### src/rtl/hub_arbiter_pkg.sv
// Shared hub definitions: cog count, field widths, operation encodings and
// small decode helpers used by the arbiter, its lock bank and the cogs.
package hub_arbiter_pkg;

    localparam int HUB_COGS   = 8;
    localparam int HUB_SLOT_W = 3;
    localparam int HUB_ADDR_W = 14;
    localparam int HUB_DATA_W = 32;
    localparam int HUB_WB_W   = 4;
    localparam int HUB_LOCKS  = 8;

    typedef enum logic [1:0] {
        OP_RD      = 2'b00,
        OP_WR      = 2'b01,
        OP_LOCKSET = 2'b10,
        OP_LOCKCLR = 2'b11
    } hub_op_e;

    typedef logic [HUB_SLOT_W-1:0] slot_t;

    // One-hot cog mask for a slot number.
    function automatic logic [HUB_COGS-1:0] slot_onehot(input slot_t s);
        slot_onehot = {{(HUB_COGS-1){1'b0}}, 1'b1} << s;
    endfunction

    // Both lock operations share the upper op bit.
    function automatic logic is_lock_op(input hub_op_e o);
        is_lock_op = o[1];
    endfunction

endpackage

### src/rtl/hub_arbiter_if.sv
// Hub bus bundle between the cogs, the arbiter and hub memory.
// Cog side  : req, op, wb, a, d (packed per cog), ack, rdata.
// Memory side: mem_w, mem_wb, mem_a, mem_d (to RAM), mem_q (from RAM).
// slave  modport: arbiter view.  master modport: cogs + memory view.
interface hub_arbiter_if;
    import hub_arbiter_pkg::*;

    logic [HUB_COGS-1:0]            req;
    logic [2*HUB_COGS-1:0]          op;
    logic [HUB_WB_W*HUB_COGS-1:0]   wb;
    logic [HUB_ADDR_W*HUB_COGS-1:0] a;
    logic [HUB_DATA_W*HUB_COGS-1:0] d;
    logic [HUB_COGS-1:0]            ack;
    logic [HUB_DATA_W-1:0]          rdata;

    logic                           mem_w;
    logic [HUB_WB_W-1:0]            mem_wb;
    logic [HUB_ADDR_W-1:0]          mem_a;
    logic [HUB_DATA_W-1:0]          mem_d;
    logic [HUB_DATA_W-1:0]          mem_q;

    modport slave (
        input  req, op, wb, a, d, mem_q,
        output ack, rdata, mem_w, mem_wb, mem_a, mem_d
    );

    modport master (
        output req, op, wb, a, d, mem_q,
        input  ack, rdata, mem_w, mem_wb, mem_a, mem_d
    );

endinterface

### src/rtl/hub_locks.sv
// Hub lock bank: eight semaphore bits plus the value a lock op found.
// Ports: clk_cog/nres clock and async active-low reset; lock_en_i performs a
//        lock op this edge; lock_set_i selects set (1) or clear (0);
//        lock_id_i lock index; lock_prev_o lock state before the last op.
module hub_locks
    import hub_arbiter_pkg::*;
(
    input  logic                          clk_cog,
    input  logic                          nres,
    input  logic                          lock_en_i,
    input  logic                          lock_set_i,
    input  logic [$clog2(HUB_LOCKS)-1:0]  lock_id_i,
    output logic                          lock_prev_o
);

    logic [HUB_LOCKS-1:0] lock_q;
    logic [HUB_LOCKS-1:0] lock_d;
    logic                 lock_prev_q;
    logic                 lock_prev_d;

    // Next lock state: sample the old bit, then set or clear it.
    always_comb begin
        lock_d      = lock_q;
        lock_prev_d = lock_prev_q;
        if (lock_en_i) begin
            lock_prev_d          = lock_q[lock_id_i];
            lock_d[lock_id_i]    = lock_set_i;
        end else begin
            lock_d      = lock_q;
            lock_prev_d = lock_prev_q;
        end
    end

    // Lock registers with asynchronous clear.
    always_ff @(posedge clk_cog or negedge nres) begin
        if (!nres) begin
            lock_q      <= {HUB_LOCKS{1'b0}};
            lock_prev_q <= 1'b0;
        end else begin
            lock_q      <= lock_d;
            lock_prev_q <= lock_prev_d;
        end
    end

    assign lock_prev_o = lock_prev_q;

endmodule

### src/rtl/hub_arbiter.sv
// Round-robin hub arbiter: a free-running slot counter (advancing on
// ena_bus) gives each cog one hub access per eight slots. The selected
// cog's address/data/byte-enables go straight to hub memory; the served
// cog gets a one-cycle one-hot ack with read data or the prior lock state.
// Ports: clk_cog clock, nres async active-low reset, ena_bus slot strobe,
//        bus (slave modport) carrying cog requests, acks and memory port.
module hub_arbiter
    import hub_arbiter_pkg::*;
#(
    parameter int COGS = HUB_COGS
) (
    input  logic          clk_cog,
    input  logic          nres,
    input  logic          ena_bus,
    hub_arbiter_if.slave  bus
);

    // Per-cog views of the packed request fields.
    logic [1:0]            op_s [COGS];
    logic [HUB_WB_W-1:0]   wb_s [COGS];
    logic [HUB_ADDR_W-1:0] a_s  [COGS];
    logic [HUB_DATA_W-1:0] d_s  [COGS];

    for (genvar g = 0; g < COGS; g++) begin : g_split
        assign op_s[g] = bus.op[2*g +: 2];
        assign wb_s[g] = bus.wb[HUB_WB_W*g +: HUB_WB_W];
        assign a_s[g]  = bus.a[HUB_ADDR_W*g +: HUB_ADDR_W];
        assign d_s[g]  = bus.d[HUB_DATA_W*g +: HUB_DATA_W];
    end

    slot_t   slot_q, slot_d;
    logic    ack_valid_q, ack_valid_d;
    slot_t   ack_cog_q, ack_cog_d;
    logic    is_lock_q, is_lock_d;

    logic                  sel_req_s;
    hub_op_e               sel_op_s;
    logic [HUB_ADDR_W-1:0] sel_a_s;
    logic                  lock_en_s;
    logic                  lock_set_s;
    logic                  lock_prev_s;

    logic [COGS-1:0]       ack_s;
    logic [HUB_DATA_W-1:0] rdata_s;
    logic                  mem_w_s;

    // Request selected by the current slot.
    always_comb begin
        sel_req_s = bus.req[slot_q];
        sel_op_s  = hub_op_e'(op_s[slot_q]);
        sel_a_s   = a_s[slot_q];
    end

    // Lock ops act only when the owning cog is actually served.
    assign lock_en_s  = ena_bus & sel_req_s & is_lock_op(sel_op_s);
    assign lock_set_s = (sel_op_s == OP_LOCKSET);

    hub_locks u_locks (
        .clk_cog     (clk_cog),
        .nres        (nres),
        .lock_en_i   (lock_en_s),
        .lock_set_i  (lock_set_s),
        .lock_id_i   (sel_a_s[$clog2(HUB_LOCKS)-1:0]),
        .lock_prev_o (lock_prev_s)
    );

    // Slot/ack register stage.
    always_ff @(posedge clk_cog or negedge nres) begin
        if (!nres) begin
            slot_q      <= {HUB_SLOT_W{1'b0}};
            ack_valid_q <= 1'b0;
            ack_cog_q   <= {HUB_SLOT_W{1'b0}};
            is_lock_q   <= 1'b0;
        end else begin
            slot_q      <= slot_d;
            ack_valid_q <= ack_valid_d;
            ack_cog_q   <= ack_cog_d;
            is_lock_q   <= is_lock_d;
        end
    end

    // Next state: the slot turns regardless of demand; ack_valid is a
    // single-cycle pulse, so it drops on any edge that does not serve.
    always_comb begin
        slot_d      = slot_q;
        ack_valid_d = 1'b0;
        ack_cog_d   = ack_cog_q;
        is_lock_d   = is_lock_q;
        if (ena_bus) begin
            slot_d = slot_q + 3'd1;
            if (sel_req_s) begin
                ack_valid_d = 1'b1;
                ack_cog_d   = slot_q;
                is_lock_d   = is_lock_op(sel_op_s);
            end else begin
                ack_valid_d = 1'b0;
            end
        end else begin
            slot_d      = slot_q;
            ack_valid_d = 1'b0;
        end
    end

    // Outputs: memory port follows the slot combinationally; the response
    // mux is gated so rdata is zero whenever no ack is presented.
    always_comb begin
        mem_w_s = sel_req_s & (sel_op_s == OP_WR);
        ack_s   = {COGS{1'b0}};
        rdata_s = {HUB_DATA_W{1'b0}};
        if (ack_valid_q) begin
            ack_s = slot_onehot(ack_cog_q);
            if (is_lock_q) begin
                rdata_s = {{(HUB_DATA_W-1){1'b0}}, lock_prev_s};
            end else begin
                rdata_s = bus.mem_q;
            end
        end else begin
            ack_s   = {COGS{1'b0}};
            rdata_s = {HUB_DATA_W{1'b0}};
        end
    end

    assign bus.mem_w  = mem_w_s;
    assign bus.mem_wb = wb_s[slot_q];
    assign bus.mem_a  = sel_a_s;
    assign bus.mem_d  = d_s[slot_q];
    assign bus.ack    = ack_s;
    assign bus.rdata  = rdata_s;

endmodule

### src/flat_wrapper.sv
// flat-port wrapper written by rule: the top's interface ports become plain ports
module hub_arbiter_flat import hub_arbiter_pkg::*;
#(
    parameter int COGS = HUB_COGS
)
  (clk_cog, nres, ena_bus, bus_req, bus_op, bus_wb, bus_a, bus_d, bus_mem_q, bus_ack, bus_rdata, bus_mem_w, bus_mem_wb, bus_mem_a, bus_mem_d);
  hub_arbiter_if bus_i ();
  input  logic clk_cog;
  input  logic nres;
  input  logic ena_bus;
  input wire logic [$bits(bus_i.req)-1:0] bus_req;
  input wire logic [$bits(bus_i.op)-1:0] bus_op;
  input wire logic [$bits(bus_i.wb)-1:0] bus_wb;
  input wire logic [$bits(bus_i.a)-1:0] bus_a;
  input wire logic [$bits(bus_i.d)-1:0] bus_d;
  input wire logic [$bits(bus_i.mem_q)-1:0] bus_mem_q;
  output wire logic [$bits(bus_i.ack)-1:0] bus_ack;
  output wire logic [$bits(bus_i.rdata)-1:0] bus_rdata;
  output wire logic [$bits(bus_i.mem_w)-1:0] bus_mem_w;
  output wire logic [$bits(bus_i.mem_wb)-1:0] bus_mem_wb;
  output wire logic [$bits(bus_i.mem_a)-1:0] bus_mem_a;
  output wire logic [$bits(bus_i.mem_d)-1:0] bus_mem_d;
  assign bus_i.req = bus_req;
  assign bus_i.op = bus_op;
  assign bus_i.wb = bus_wb;
  assign bus_i.a = bus_a;
  assign bus_i.d = bus_d;
  assign bus_i.mem_q = bus_mem_q;
  assign bus_ack = bus_i.ack;
  assign bus_rdata = bus_i.rdata;
  assign bus_mem_w = bus_i.mem_w;
  assign bus_mem_wb = bus_i.mem_wb;
  assign bus_mem_a = bus_i.mem_a;
  assign bus_mem_d = bus_i.mem_d;
  hub_arbiter #(.COGS(COGS)) u_core (.clk_cog(clk_cog), .nres(nres), .ena_bus(ena_bus), .bus(bus_i));
endmodule
### config.mk
export PLATFORM = sky130hd
export DESIGN_NAME = hub_arbiter_flat
export DESIGN_NICKNAME = d
export VERILOG_FILES = /design/src/rtl/hub_arbiter_pkg.sv /design/src/rtl/hub_arbiter_if.sv /design/src/rtl/hub_locks.sv /design/src/rtl/hub_arbiter.sv /design/src/flat_wrapper.sv
export SDC_FILE = /design/constraint.sdc
export NUM_CORES = 1
export LEC_CHECK = 0
export ABC_AREA = 1
export BUFFER_PORTS_ARGS = -buffer_cell sky130_fd_sc_hd__buf_2
export CAP_MARGIN = 30
export CORE_AREA = 2 2 214 216
export DETAILED_ROUTE_END_ITERATION = 10
export DIE_AREA = 0 0 216 218
export PLACE_DENSITY = 0.41
export SKIP_CTS_REPAIR_TIMING = 1
export SLEW_MARGIN = 30
export SYNTH_ARGS = -nofsm -noshare
export SYNTH_HDL_FRONTEND = slang
export SYNTH_HIERARCHICAL = 1
export SYNTH_SLANG_ARGS = --single-unit
export TNS_END_PERCENT = 10
### constraint.sdc
create_clock -name clk_cog -period 5.6 [get_ports clk_cog]
set_input_delay 0.56 -clock clk_cog [delete_from_list [all_inputs] [get_ports clk_cog]]
set_output_delay 0.56 -clock clk_cog [all_outputs]
set_load 0.05 [all_outputs]
== Yosys cells after proc, flatten, opt, wreduce, memory -nomap -nowiden ==
Cells that the tools add are included.
Storage, ports and cells
  register bits after elaboration: 17
  input bits: 459
  output and inout bits: 91
  logic and storage cells: 44
Operators by class
  add/sub/neg operators: 1
  $lt $le $gt $ge: 4
  eq/ne operators: 2
  shift-type cells: 1
  mux-type cells: 24
  bitwise gates (word level): 4
  reductions and logical operators: 2
Operators with widths (count)
  2-to-1 mux 32 bit: 4
  binary-select mux 32 bit (select 3 bit): 1
  binary-select mux 14 bit (select 3 bit): 1
  2-to-1 mux 14 bit: 2
  binary-select mux 4 bit (select 3 bit): 1
  bitwise mux 8 bit: 1
  less-than comparator 3 x 4 -> 1 bit (second input constant): 2
  2-to-1 mux 4 bit: 2
  2-to-1 mux 8 bit: 1
  left shift 1 x 3 -> 8 bit (first input constant): 1
  binary-select mux 1 bit (select 3 bit): 2
  binary-select mux 2 bit (select 3 bit): 1
  2-to-1 mux 1 bit: 5
  greater-or-equal comparator 4 bit (second input constant): 1
  2-to-1 mux 2 bit: 2
  NOT 3 -> 4 bit: 1
  adder 3 x 1 -> 3 bit (second input constant): 1
  bitwise AND 1 bit: 3
  demux 1 bit (select 3 bit): 1
  greater-or-equal comparator 3 x 1 -> 1 bit (second input constant): 1
  equality test 2 x 1 -> 1 bit (second input constant): 1
  equality test 2 bit (second input constant): 1
  AND reduction 2 bit: 1
  logical AND 1 bit: 1

== Logic depth before layout (Yosys ltp) ==
Gate-level depths: netlist of run 1.
  word-level depth: 9
  depth in mapped cells: 16
  gate-level depth less buffers: 12

== Cells and area by module ==
Netlist of run 1, hierarchy kept.
By module, submodules not included
  hub_arbiter: times used 1, cells each 923, area each 4491.8 µm², sequential area each 200.2 µm²
  hub_locks: times used 1, cells each 63, area each 488.0 µm², sequential area each 225.2 µm²

== Worst setup path before layout of run 1 ==
No wires, ideal clock.
  kind: register to register
  start: register u_core.slot_q[0]
  end: register u_core.u_locks.lock_prev_q, in the netlist u_core/u_locks/lock_prev_o
  setup time: 0.117 ns
  data arrival time: 2.114 ns
  required time: 5.483 ns
  slack: 3.369 ns
  cell stages (with the launch flop): 14
  buffers on the path: 5
  period minus slack after synthesis: 2.231 ns
  cells stage by stage: dfrtp_1 buf_6 buf_12 buf_4 buf_2 nor2_1 o22ai_1 nand2_1 nand2_1 buf_4 o211ai_1 nand2_1 nor2_1 nor2_1
Between the ends
  word-level cells in the longest chain between the ends: 6
  elaborated cells between the ends (all ways): 13
  classes of those cells: mux: 10; bitwise: 3
RTL lines
  start: declaration: line hub_arbiter.sv:31  | slot_t slot_q, slot_d;
  start signal: assignment: line hub_arbiter.sv:70  | slot_q <= {HUB_SLOT_W{1'b0}};
  start signal: assignment: line hub_arbiter.sv:75  | slot_q <= slot_d;
  NOT 3 -> 4 bit (implied by the code): line hub_arbiter.sv:51  | sel_a_s = a_s[slot_q];
  binary-select mux 14 bit (select 3 bit): line hub_arbiter.sv:51
  2-to-1 mux 14 bit (implied by the code) (2 in a row): line hub_arbiter.sv:51
  via bus_mem_a[0]: line flat_wrapper.sv:21  | output wire logic [$bits(bus_i.mem_a)-1:0] bus_mem_a;
  binary-select mux 1 bit (select 3 bit): line hub_locks.sv:26  | lock_prev_d = lock_q[lock_id_i];
  2-to-1 mux 1 bit (implied by the code): line hub_locks.sv:26
  end signal: assignment: line hub_locks.sv:41  | lock_prev_q <= lock_prev_d;
  end: declaration: line hub_locks.sv:18  | logic lock_prev_q;
The timed path passes the listed nets, and every way through them passes these cells. The select of a mux whose other input is x is not followed.
A chain may end at the register's enable or synchronous reset.

== Worst setup path after layout of run 1 ==
  start: register u_core.slot_q[1]
  end: output bus_mem_d[3]
Between the ends
  word-level cells in the longest chain between the ends: 4
RTL lines
  NOT 3 -> 4 bit (implied by the code): line hub_arbiter.sv:126  | assign bus.mem_d = d_s[slot_q];
  binary-select mux 32 bit (select 3 bit): line hub_arbiter.sv:126
  2-to-1 mux 32 bit (implied by the code) (2 in a row): line hub_arbiter.sv:126
  end: declaration: line flat_wrapper.sv:22  | output wire logic [$bits(bus_i.mem_d)-1:0] bus_mem_d;
Every way passes these cells. The select of a mux whose other input is x is not followed.

==> results of run 1 <==
## registers in the layout, summed over array words and instances, names as in the netlist
register / count
u_core/u_locks/lock_prev_o: 1
u_core/slot_q: 3
u_core/ack_cog_q: 3
u_core/u_locks/lock_q: 8
u_core/is_lock_q: 1
u_core/ack_valid_q: 1
## critical path, delay by kind of cell, from the launching register on
kind                   cells  cell delay [ps]
buffers and inverters      4             1680
flip-flops                 1              630
AND/OR/NAND/NOR            2              210
AO/OA/AOI/OAI              2              290
## final cells by class
class / instances / area share (%)
antenna: 2 / 0.0621
multi-input combinational: 811 / 45.7
tap: 600 / 9.32
timing repair buffer: 556 / 35.1
inverter: 72 / 3.46
clock buffer: 4 / 0.978
sequential: 17 / 5.39
## cells in the mapped netlist (all sizes together)
| library cell | instances | area (µm²) |
|---|---|---|
| nor2 | 258 | 986 |
| xor2 | 2 | 17.5 |
| buf | 53 | 467 |
| dfrtp | 17 | 425 |
| o22ai | 100 | 626 |
| a21oi | 8 | 40.0 |
| ha | 1 | 12.5 |
| nand3 | 21 | 130 |
| o211ai | 1 | 7.51 |
| o21ai | 207 | 1040 |
| clkbuf | 33 | 125 |
| inv | 72 | 278 |
| nand2 | 206 | 786 |
| a31oi | 7 | 43.8 |
## routing by layer
metal / track usage, % / vias up
met5: 0 / -
met4: 2.47 / 4
met3: 1.88 / 26
met2: 23.3 / 408
met1: 14.9 / 3824
li1: - / 4208
## kinds of logic (layout without fill, tap and decap cells)
kind of cell	count (synthesis)	in the layout	share of synthesized area, %
AOI/OAI and AO/OA	323	323	35.2
xor gates and xnor gates	2	2	0.352
adders and majority gates	1	1	0.251
buffers and inverters	158	632	17.5
DFF	17	17	8.54
other	0	2	0
and+or+nand+nor	485	485	38.2
## final timing paths
path / endpoint / cells after the start / from
setup / recovery: bus_mem_d[3] / 8 / u_core/slot_q[1]
hold / removal: u_core/u_locks/lock_prev_o / 1 / nres
setup reg to reg: u_core/u_locks/lock_prev_o / 11 / u_core/slot_q[1]
hold reg to reg: u_core/is_lock_q / 2 / u_core/is_lock_q
max in group asynchronous: u_core/slot_q[1] / 1 / nres
min in group clk_cog: u_core/is_lock_q / 2 / u_core/is_lock_q
## power groups by stage
stage	combinational, mW	sequential, mW	clock, mW
final	4.82	0.262	0.144
after global routing	5.25	0.276	0.158
after CTS	4.86	0.263	0.152
after detailed placement	4.85	0.266	0
after global placement	4.85	0.263	0
after floorplan	3.82	0.209	0
## through the flow
stage	total power, mW	worst slack (ps)	hold slack (ps)	util, %
detailed placement	5.11	2200	512	17.8
finish	5.23	1930	249	17.9
CTS	5.27	1920	266	17.9
global route	5.68	1760	278	17.9
floorplan	4.03	3370	264	-
global placement	5.11	2220	505	17.8
## placed cells by master, fill, tap and decap left out
master       n
buf_2      549
xor2_1       2
nand3_1     16
inv_8        1
o22ai_1    100
o21ai_0    159
nor2_2       4
clkbuf_16    3
o211ai_1     1
nor2_4       1
buf_4        5
dfrtp_2      1
diode_2      2
clkinv_2     1
o21ai_1     48
nor2_1     253
nand2_1    201
clkbuf_1     1
inv_1       64
a21oi_1      8
inv_2        6
ha_1         1
nand2_2      5
dfrtp_4      2
buf_12       2
a31oi_1      7
nand3_2      5
dfrtp_1     14
==> results.md, run 1 <==
- After detailed routing, the met2 layer carries 16.0 mm of wire.
- The count of buffers inserted at the top-level ports is 549.
- Static timing analysis puts the maximum clock frequency at 272 MHz.
- Summed over all nets, the half-perimeter wirelength after detailed placement is 24.4 mm.
- The critical path goes through clkinv_2 -> buf_4 -> buf_4 -> o21ai_0 -> o22ai_1 -> nand2_1 -> nand2_1 -> buf_2.
- The initial antenna violation count is 4.
- The headroom to the max-slew limit is 32.0%.
- For this run, design rule violations remaining after detail routing come to 0.
- The clock passes through at most 2 buffers.
- The gate count of the mapped netlist is just under 1,000.
- Subtracting the final worst setup slack from the clock period gives 3670 ps.
- The global-route wire length before repair is 46.5 mm.
- The slowest stage of the critical path is the buf_4 cell.
- The number of global-route vias before repair was 8,197.
- The final count of hold timing violations is 0.
- The H-tree depth is 1.
- In this run, the clock network consumes 2.8% of the power.
- The element type at the critical path end is a primary output.
- The switching share of power is 71.9%.
- The final-stage net count is 1,921.
- The final cell count without fillers is 2,062.
- The number of fill cells is 5,317.
- The remaining global-route overflow is 0.
- The instance area at placement is ~0.0080 mm².
- The detailed-route wire length per cell is 15.5 µm.
- Once the floorplan was initialized, standard cells occupied 11.1% of the core.
- The die covers 0.0471 mm².
- Relative to the synthesized area, the layout overhead comes to 61.8%.
- Of the total power, combinational logic draws between 90 and 100%.
- The internal power of the cells totals ~1.5 mW.
- The detailed-route wire length on metal 1 is 13.0 mm.
- The maximum number of pins on one net before global-route repair is 216.
- The run finished with clean final reports.
- Registers take roughly 430 µm².
- The last weighted congestion value of the routability-driven placer is 0.915.
- The power per cell area is around 650 mW/mm².
- Setup total negative slack on the finished layout was measured at 0 ps.
- The area taken by multi-input logic gates is roughly 0.0037 mm².
- The die span in y is 218 µm.
- The net load switching power is between 3 and 4 mW.
- In this run the top signal layer used is met5.
- The worst setup skew after layout is 6.68 ps.
- Setup repair after global routing left no endpoint under its margin.
- The area of the core is approximately 0.045 mm².
- The x dimension of the die is 216 µm.
- The later-pin clock latency in the skew report is about 250 ps.
- The register-to-register setup slack is 2540 ps.
- VDD sags by at most 398 µV.
- The CTS sink count is 17.
- The max-cap violation count is 0.
- The final worst-path cycle share is 65.6%.
- Counting tap cells, the placed design contains a total of 2,056 instances.
- The worst stage delay on the critical path is 730 ps.
- Wires add up to 32.0 mm.
- After clock tree synthesis, the clock-pin slew on the worst setup and hold paths is 50 ps.
- Clock tree synthesis selected as its root buffer the cell clkbuf_16.
- For the worst setup path, the data arrival time is 3110 ps.
- The fraction of power consumed by sequential logic is 5.0%.
- The violation count after the first detailed-route iteration is 554.
- The net count of the mapped netlist is 1,446.
- The peak fanout along the critical path is 75.
- The number of synthesized register bits is 17.
- The initialized floorplan defines 78 standard-cell rows.
- The finished cells cover about 0.0081 mm².
- The category of the most critical setup path is reg -> out.
- The fraction of the yosys area taken by sequential cells is 8.54%.
- The worst hold path belongs to the class in -> async.
- Counting the buffers created by CTS gives 3.
- For the pin with the worst max-slew slack, the measured transition is 1020 ps.
- The final-report max-slew violation count came to 0.
- In this run the count of I/O pins placed on the die edge is 550.
- The fraction of final layout cells sized beyond drive strength 1 is around two fifths.
- The Yosys warning count is 6.
- Setup violations remaining at the end of the flow were counted as 0.
- For this run, the total global-route usage over all layers was measured as 12.4%.
- For this run, the detailed router's first-pass iteration total came to 5.
- The mean instance size in the synthesized netlist is 5.05 µm².
- The TritonCTS clock tree is built.
- Detailed routing placed a total of ~2.4 mm of wire on met3.
- The worst path required time is 5040 ps.
- The via total after detailed routing is around 8,500.
- The post-detailed-route via-to-cell ratio is just over 4.
- The count of nets left with antenna violations once routing finished came out at 0.
- The number of distinct standard cells referenced by the synthesized netlist is 27.
- STA classifies the critical path startpoint as a flip-flop.
- The standby leakage power is 4.39 nW.
- The total standard cell area after synthesis is 0.00498 mm².
(Power assumes the default switching activity.)
==> run 2, diff against run 1 <==
--- a/config.mk
+++ b/config.mk
@@ -8,9 +8,9 @@
 export ABC_AREA = 1
 export BUFFER_PORTS_ARGS = -buffer_cell sky130_fd_sc_hd__buf_2
 export CAP_MARGIN = 30
-export CORE_AREA = 2 2 214 216
+export CORE_AREA = 2 2 216 218
 export DETAILED_ROUTE_END_ITERATION = 10
-export DIE_AREA = 0 0 216 218
+export DIE_AREA = 0 0 218 220
 export PLACE_DENSITY = 0.41
 export SKIP_CTS_REPAIR_TIMING = 1
 export SLEW_MARGIN = 30
==> constraint.sdc (replaced) <==
create_clock -name clk_cog -period 3.7 [get_ports clk_cog]
set_input_delay 0.37 -clock clk_cog [delete_from_list [all_inputs] [get_ports clk_cog]]
set_output_delay 0.37 -clock clk_cog [all_outputs]
set_load 0.05 [all_outputs]
==> run 2 against run 1 <==
Effect of this change:
- via count increased by 1.6%
- critical path type unchanged
- largest power group unchanged
- final cell count increased by 0.73%
- setup slack got worse by 1100 ps
- highest routed layer unchanged
- critical path depth decreased by 2
==> results.md, run 2 (synthesis results as in run 1) <==
- The last weighted congestion value of the routability-driven placer is 0.938 (+2.4%).
- The cell that appears most often on the critical path is nand2_1.
- The total routing resource utilization after global routing was 11.7% (-0.75 points).
- The worst-case vdd ir drop is 564 µV (+42%).
- The number of core rows was 79 (+1.3%).
- The power per cell area was 988 mW/mm² (+52%).
- The final count of hold timing violations came to 0 (unchanged).
- The sum of routed wire length over all layers came to 31.1 mm (-2.7%).
- The clock buffer count from CTS is 3 (unchanged).
- The fraction of final layout cells sized beyond drive strength 1 is 40.5% (+0.44 points).
- The worst stage delay on the critical path was 520 ps (-210 ps).
- Walking the worst path, the cells encountered are buf_12 -> o21ai_0 -> o22ai_1 -> nand2_1 -> nand2_1 -> buf_2.
- The worst-margin pin slew is 840 ps (-180 ps).
- The combinational share of power was 92.8% (+0.6 points).
- The post-detailed-route via-to-cell ratio is 4.14 (+0.87%).
- The largest registers in the layout are u_core/u_locks/lock_q (8), u_core/ack_cog_q (3), u_core/slot_q (3).
- The remaining design rule violation count is 0 (unchanged).
- The detailed-route wire length per cell came to 15.0 µm (-3.4%).
- The later-pin clock latency in the skew report is 250 ps (about the same).
- The setup total negative slack is 0 ps (unchanged).
- The H-tree depth is 1 (unchanged).
- The remaining global-route overflow is 0 (unchanged).
- The final HPWL from detailed placement is 24.5 mm (+0.40%).
- The library cell used as clock root buffer is clkbuf_16.
- The number of global-route vias before repair is 8,254 (+0.70%).
- The worst setup path is launched from a flip-flop.
- The element type at the critical path end is a primary output.
- The clock period could shrink to about 2900 ps.
- In this run the worst hold path is classified as in -> async.
- The count of endpoints failing setup in the final report is 0 (unchanged).
- The number of flip-flops under the largest register name was 8 (unchanged).
- The post-route core utilization came to 17.8% (-0.16 points).
- The fraction of power consumed by sequential logic came to 4.5% (-0.5 points).
- The most common cell after layout, fill and taps aside is buf_2.
- The number of fill cells is 5,448 (+2.5%).
- The area of the core was 0.0459 mm² (+2.2%).
- The share of power burned in the clock network is 2.7% (about the same).
- The CTS sink count is 17 (unchanged).
- The worst setup skew after layout is 4.65 ps (-2.03 ps).
- The maximum buffer depth of the clock tree was 2 (unchanged).
- The clock slew at the register clock pins of the worst setup and hold paths was 50 ps (about the same).
- Counting flops per register, the top entry is u_core/u_locks/lock_q.
- The die span in y is 220 µm (+0.92%).
- The flow ran to the end, and the final reports show no timing, DRC or antenna violations.
- The initial core utilization is 10.9% (-0.23 points).
- TritonCTS built the clock tree.
- The count of buffers inserted at the top-level ports is 549 (unchanged).
- The remaining antenna violation count after routing is 0 (unchanged).
- The final-stage net count is 1,930 (+0.47%).
- The critical path arrival was 2490 ps (-620 ps).
- For this design, the slowest cell found on the critical path is buf_12.
- The final worst-path cycle share is 77.2%.
- The final-report max-slew violation count is 0 (unchanged).
- The standby leakage power is 4.44 nW (+1.2%).
- For this run, the top clock speed supported by timing is 350 MHz.
- The net load switching power came to 5.75 mW (+53%).
- The area overhead of the layout relative to synthesis is 63.8%.
- The via total after detailed routing is 8,606 (+1.6%).
- The switching share of power came to 71.4% (-0.49 points).
- The maximum number of pins on one net before global-route repair was 184 (-15%).
- The global-route wire length before repair is 44.2 mm (-4.8%).
- The total power consumption of the routed design is 8.06 mW (+54%).
- The peak fanout along the critical path is 183 (+140%).
- The worst setup slack before clock tree synthesis is 1110 ps (-1100 ps).
- The violation count after the first detailed-route iteration is 424 (-23%).
- The count of pins on the block boundary is 550 (unchanged).
- The x dimension of the die came to 218 µm (+0.93%).
- The category of the most critical setup path is reg -> out.
- The worst path buffer plus inverter count is 2 (-2).
- Setup repair after global routing left no endpoint under its margin.
- The worst path required time is 3330 ps (-1710 ps).
- The number of iterations in the first detailed-routing pass is 6 (+1).
- The headroom to the max-slew limit is 44.0% (+12 points).
- In the layout the commonest cells are buf_2, nor2_1, nand2_1.
- Broken down by cell family, the worst path's largest delay share belongs to buffers and inverters.
- The die area came to 0.0480 mm² (+1.9%).
- The minimum setup slack in the final design came to 844 ps (-1080 ps).
- The internal power is 2.31 mW (+57%).
- The initial antenna violation count is 5 (+1).
- The max-cap violation count came to 0 (unchanged).
==> run 2: cell count changes in the layout (fill, tap and decap cells not counted) <==
cell     before  now
nand2_2       5    6
diode_2       2    1
buf_12        2    4
buf_4         5   12
nand2_1     201  200
==> run 2: cell type report <==
class | instances | area, µm² | area share (%)
multi-input cells | 811 | 3690 | 45.2
well taps | 607 | 759 | 9.31
repair buffers | 565 | 2920 | 35.8
flip-flops and latches | 17 | 434 | 5.32
clock buffers | 4 | 78.8 | 0.966
diodes | 1 | 2.50 | 0.0307
inverters | 72 | 279 | 3.42
==> run 2: power by group through the flow <==
| stage | clock network, mW | registers [mW] | logic (mW) |
|---|---|---|---|
| after floorplan | 0 | 0.317 | 5.79 |
| after global placement | 0 | 0.368 | 7.50 |
| after detailed placement | 0 | 0.370 | 7.48 |
| after CTS | 0.226 | 0.368 | 7.49 |
| after global routing | 0.237 | 0.381 | 8.09 |
| final | 0.218 | 0.366 | 7.47 |
==> run 2: worst paths after layout <==
kind	from	end	slack, ps	cells after the start
worst max-delay path	u_core/slot_q[0]	bus_mem_a[0]	840	6
worst min-delay path	nres	u_core/slot_q[0]	60	1
worst max register to register	u_core/slot_q[0]	u_core/u_locks/lock_q[3]	1230	9
worst min register to register	u_core/is_lock_q	u_core/is_lock_q	520	2
max in group asynchronous	nres	u_core/slot_q[1]	3310	1
min in group clk_cog	ena_bus	u_core/ack_cog_q[2]	490	3
==> run 2: metal layers <==
layer,vias up,global-route usage (%),part of all wire [%],wire length (µm)
met5,-,0,0.15,48
met4,8,4.10,3.4,1070
met3,72,1.81,7.7,2390
met2,453,21.3,49,15200
met1,3844,13.8,40,12400
li1,4229,-,-,-
==> run 2: through the flow <==
step / cell area, µm² / hold WS [ps] / instances
finish: 8160 / 57.9 / 2077
global route: 8160 / 89.6 / 2076
CTS: 8150 / 69.4 / 2076
detailed placement: 8080 / 335 / 2072
global placement: 8080 / 335 / 2072
floorplan: 4980 / 74.4 / 986
==> run 3, diff against run 2 <==
--- a/config.mk
+++ b/config.mk
@@ -11,7 +11,7 @@
 export CORE_AREA = 2 2 216 218
 export DETAILED_ROUTE_END_ITERATION = 10
 export DIE_AREA = 0 0 218 220
-export PLACE_DENSITY = 0.41
+export PLACE_DENSITY = 0.42
 export SKIP_CTS_REPAIR_TIMING = 1
 export SLEW_MARGIN = 30
 export SYNTH_ARGS = -nofsm -noshare
==> constraint.sdc (replaced) <==
create_clock -name clk_cog -period 2.41 [get_ports clk_cog]
set_input_delay 0.241 -clock clk_cog [delete_from_list [all_inputs] [get_ports clk_cog]]
set_output_delay 0.241 -clock clk_cog [all_outputs]
set_load 0.05 [all_outputs]
==> run 3 against run 2 <==
Effect of this change:
- register-to-register slack worse by 980 ps
- setup slack worse by 780 ps
- via count is 0.98% higher
- die area stayed put
- non-clock buffer count is 11 higher
- critical path type unchanged
==> results.md, run 3 (synthesis results as in run 1) <==
- The power per cell area is 1530 mW/mm² (+55%).
- The class of the tightest hold or removal check is in -> reg.
- The CTS sink count is 17 (unchanged).
- The via total after detailed routing came to 8,690 (+0.98%).
- The number of global-route vias before repair was 8,240 (-0.17%).
- Setup repair after global routing could not meet its margin everywhere.
- The count of buffers inserted at the top-level ports was 549 (unchanged).
- The maximum clock frequency is 427 MHz.
- The detailed-route wire length per cell is 15.7 µm (+4.7%).
- The worst setup path is of the reg -> out kind.
- The area overhead of the layout relative to synthesis is 69.5%.
- The violation count after the first detailed-route iteration came to 490 (+16%).
- The number of iterations in the first detailed-routing pass came to 5 (-1).
- The maximum number of pins on one net before global-route repair is 91 (-51%).
- The clock slew at the register clock pins of the worst setup and hold paths is 50 ps (about the same).
- The worst-case vdd ir drop is 579 µV (+2.6%).
- The peak fanout along the critical path was 34 (-81%).
- The x dimension of the die is 218 µm (unchanged).
- The last weighted congestion value of the routability-driven placer came to 0.938 (unchanged).
- The flow ran to the end, and the final reports show no timing, DRC or antenna violations.
- The post-route core utilization is 18.4% (+0.62 points).
- The count of pins on the block boundary is 550 (unchanged).
- The final worst-path cycle share is 97.1%.
- The global-route wire length before repair is 44.9 mm (+1.4%).
- The final count of hold timing violations came to 0 (unchanged).
- The remaining design rule violation count came to 0 (unchanged).
- The root buffer cell chosen for the clock tree is clkbuf_16.
- The number of core rows is 79 (unchanged).
- The final critical path time including I/O delays and setup is 2340 ps.
- In the final layout, the registers with the most flip-flops are u_core/u_locks/lock_q (8), u_core/ack_cog_q (3), u_core/slot_q (3).
- The minimum setup slack in the final design is 68.8 ps (-775 ps).
- The area of the core is 0.0459 mm² (unchanged).
- TritonCTS built the clock tree.
- Leaving out fill and tap cells, the most frequent cells in the layout are buf_2, nor2_1, nand2_1.
- The count of endpoints failing setup in the final report is 0 (unchanged).
- The element type at the critical path end is a primary output.
- The clock buffer count from CTS was 3 (unchanged).
- The maximum buffer depth of the clock tree came to 2 (unchanged).
- The initial antenna violation count is 11 (+6).
- The post-detailed-route via-to-cell ratio is 4.15 (+0.25%).
- The final-stage net count is 1,941 (+0.57%).
- The sum of routed wire length over all layers is 32.8 mm (+5.4%).
- The die area is 0.0480 mm² (unchanged).
- The initial core utilization was 10.9% (unchanged).
- The critical path arrival was 2100 ps (-390 ps).
- The worst path required time is 2170 ps (-1160 ps).
- The worst setup slack before clock tree synthesis is 268 ps (-838 ps).
- The standby leakage power is 4.57 nW (+2.8%).
- The startpoint kind of the worst setup timing path is a flip-flop.
- The instance area at placement was 0.00822 mm² (+1.8%).
- The remaining antenna violation count after routing came to 0 (unchanged).
- The final HPWL from detailed placement is 25.3 mm (+3.2%).
- The number of flip-flops under the largest register name came to 8 (unchanged).
- The worst setup skew after layout is 1.74 ps (-2.91 ps).
- The final-report max-slew violation count is 0 (unchanged).
- The most common cell after layout, fill and taps aside is buf_2.
- The H-tree depth is 1 (unchanged).
- The register bank with the most flops is u_core/u_locks/lock_q.
- The max-cap violation count was 0 (unchanged).
- The post-route cell area was 0.00844 mm² (+3.5%).
- The worst-margin pin slew is 437 ps (-403 ps).
- The total routing resource utilization after global routing came to 11.8% (+0.15 points).
- The die span in y came to 220 µm (unchanged).
- The later-pin clock latency in the skew report is 250 ps (about the same).
- The headroom to the max-slew limit came to 70.8% (+27 points).
- The remaining global-route overflow came to 0 (unchanged).
- The fraction of final layout cells sized beyond drive strength 1 came to 40.9% (+0.44 points).
==> run 3: metal layers <==
layer  track usage, %  part of all wire, %
met2             20.9                   49
met5                0                 0.15
met1             14.2                   39
met3             2.04                  8.3
met4             4.56                  3.6
==> run 3: area by class of cell <==
cell class | count | area [µm²]
antenna | 5 | 12.5
clock buffer | 3 | 75.1
clock inverter | 1 | 5.00
fill | 5422 | 37400
inverter | 72 | 284
multi-input combinational | 811 | 3690
sequential | 17 | 434
tap | 607 | 759
timing repair buffer | 576 | 3180
==> run 3: power breakdown <==
group          internal (mW)  switching [mW]  total (mW)
Clock                  0.222           0.115       0.337
Combinational           3.32            8.70        12.0
Sequential             0.432           0.160       0.592
Total                   3.98            8.97        13.0
==> run 3: worst paths after layout <==
check | end | depth (start not counted) | from | slack, ps
max in group asynchronous | u_core/slot_q[0] | 2 | nres | 1580
min in group asynchronous | u_core/u_locks/lock_prev_o | 2 | nres | 480
worst max register to register | u_core/u_locks/lock_q[2] | 12 | u_core/slot_q[1] | 250
worst min register to register | u_core/ack_cog_q[2] | 2 | u_core/ack_cog_q[2] | 510
worst max-delay path | bus_mem_a[6] | 7 | u_core/slot_q[0] | 70
worst min-delay path | u_core/slot_q[0] | 2 | ena_bus | 330
==> run 3: per-stage QoR <==
| stage | hold slack, ps | setup TNS, ps | power (mW) | instances |
|---|---|---|---|---|
| 6_report | 334 | 0 | 13.0 | 2092 |
| 5_1_grt | 363 | -52.9 | 14.0 | 2092 |
| 4_1_cts | -58.7 | -13.4 | 12.6 | 2083 |
| 3_5_place_dp | 210 | 0 | 12.2 | 2079 |
| 3_3_place_gp | 202 | 0 | 12.3 | 2079 |
| 2_1_floorplan | -54.6 | 0 | 9.37 | 986 |
==> run 3: critical path, stage by stage, from the launching register on <==
cell,delay (ps)
dfrtp_4,460
buf_12,250
buf_16,210
o21ai_0,110
o22ai_1,320
nand2_1,110
nand2_1,80
buf_2,250
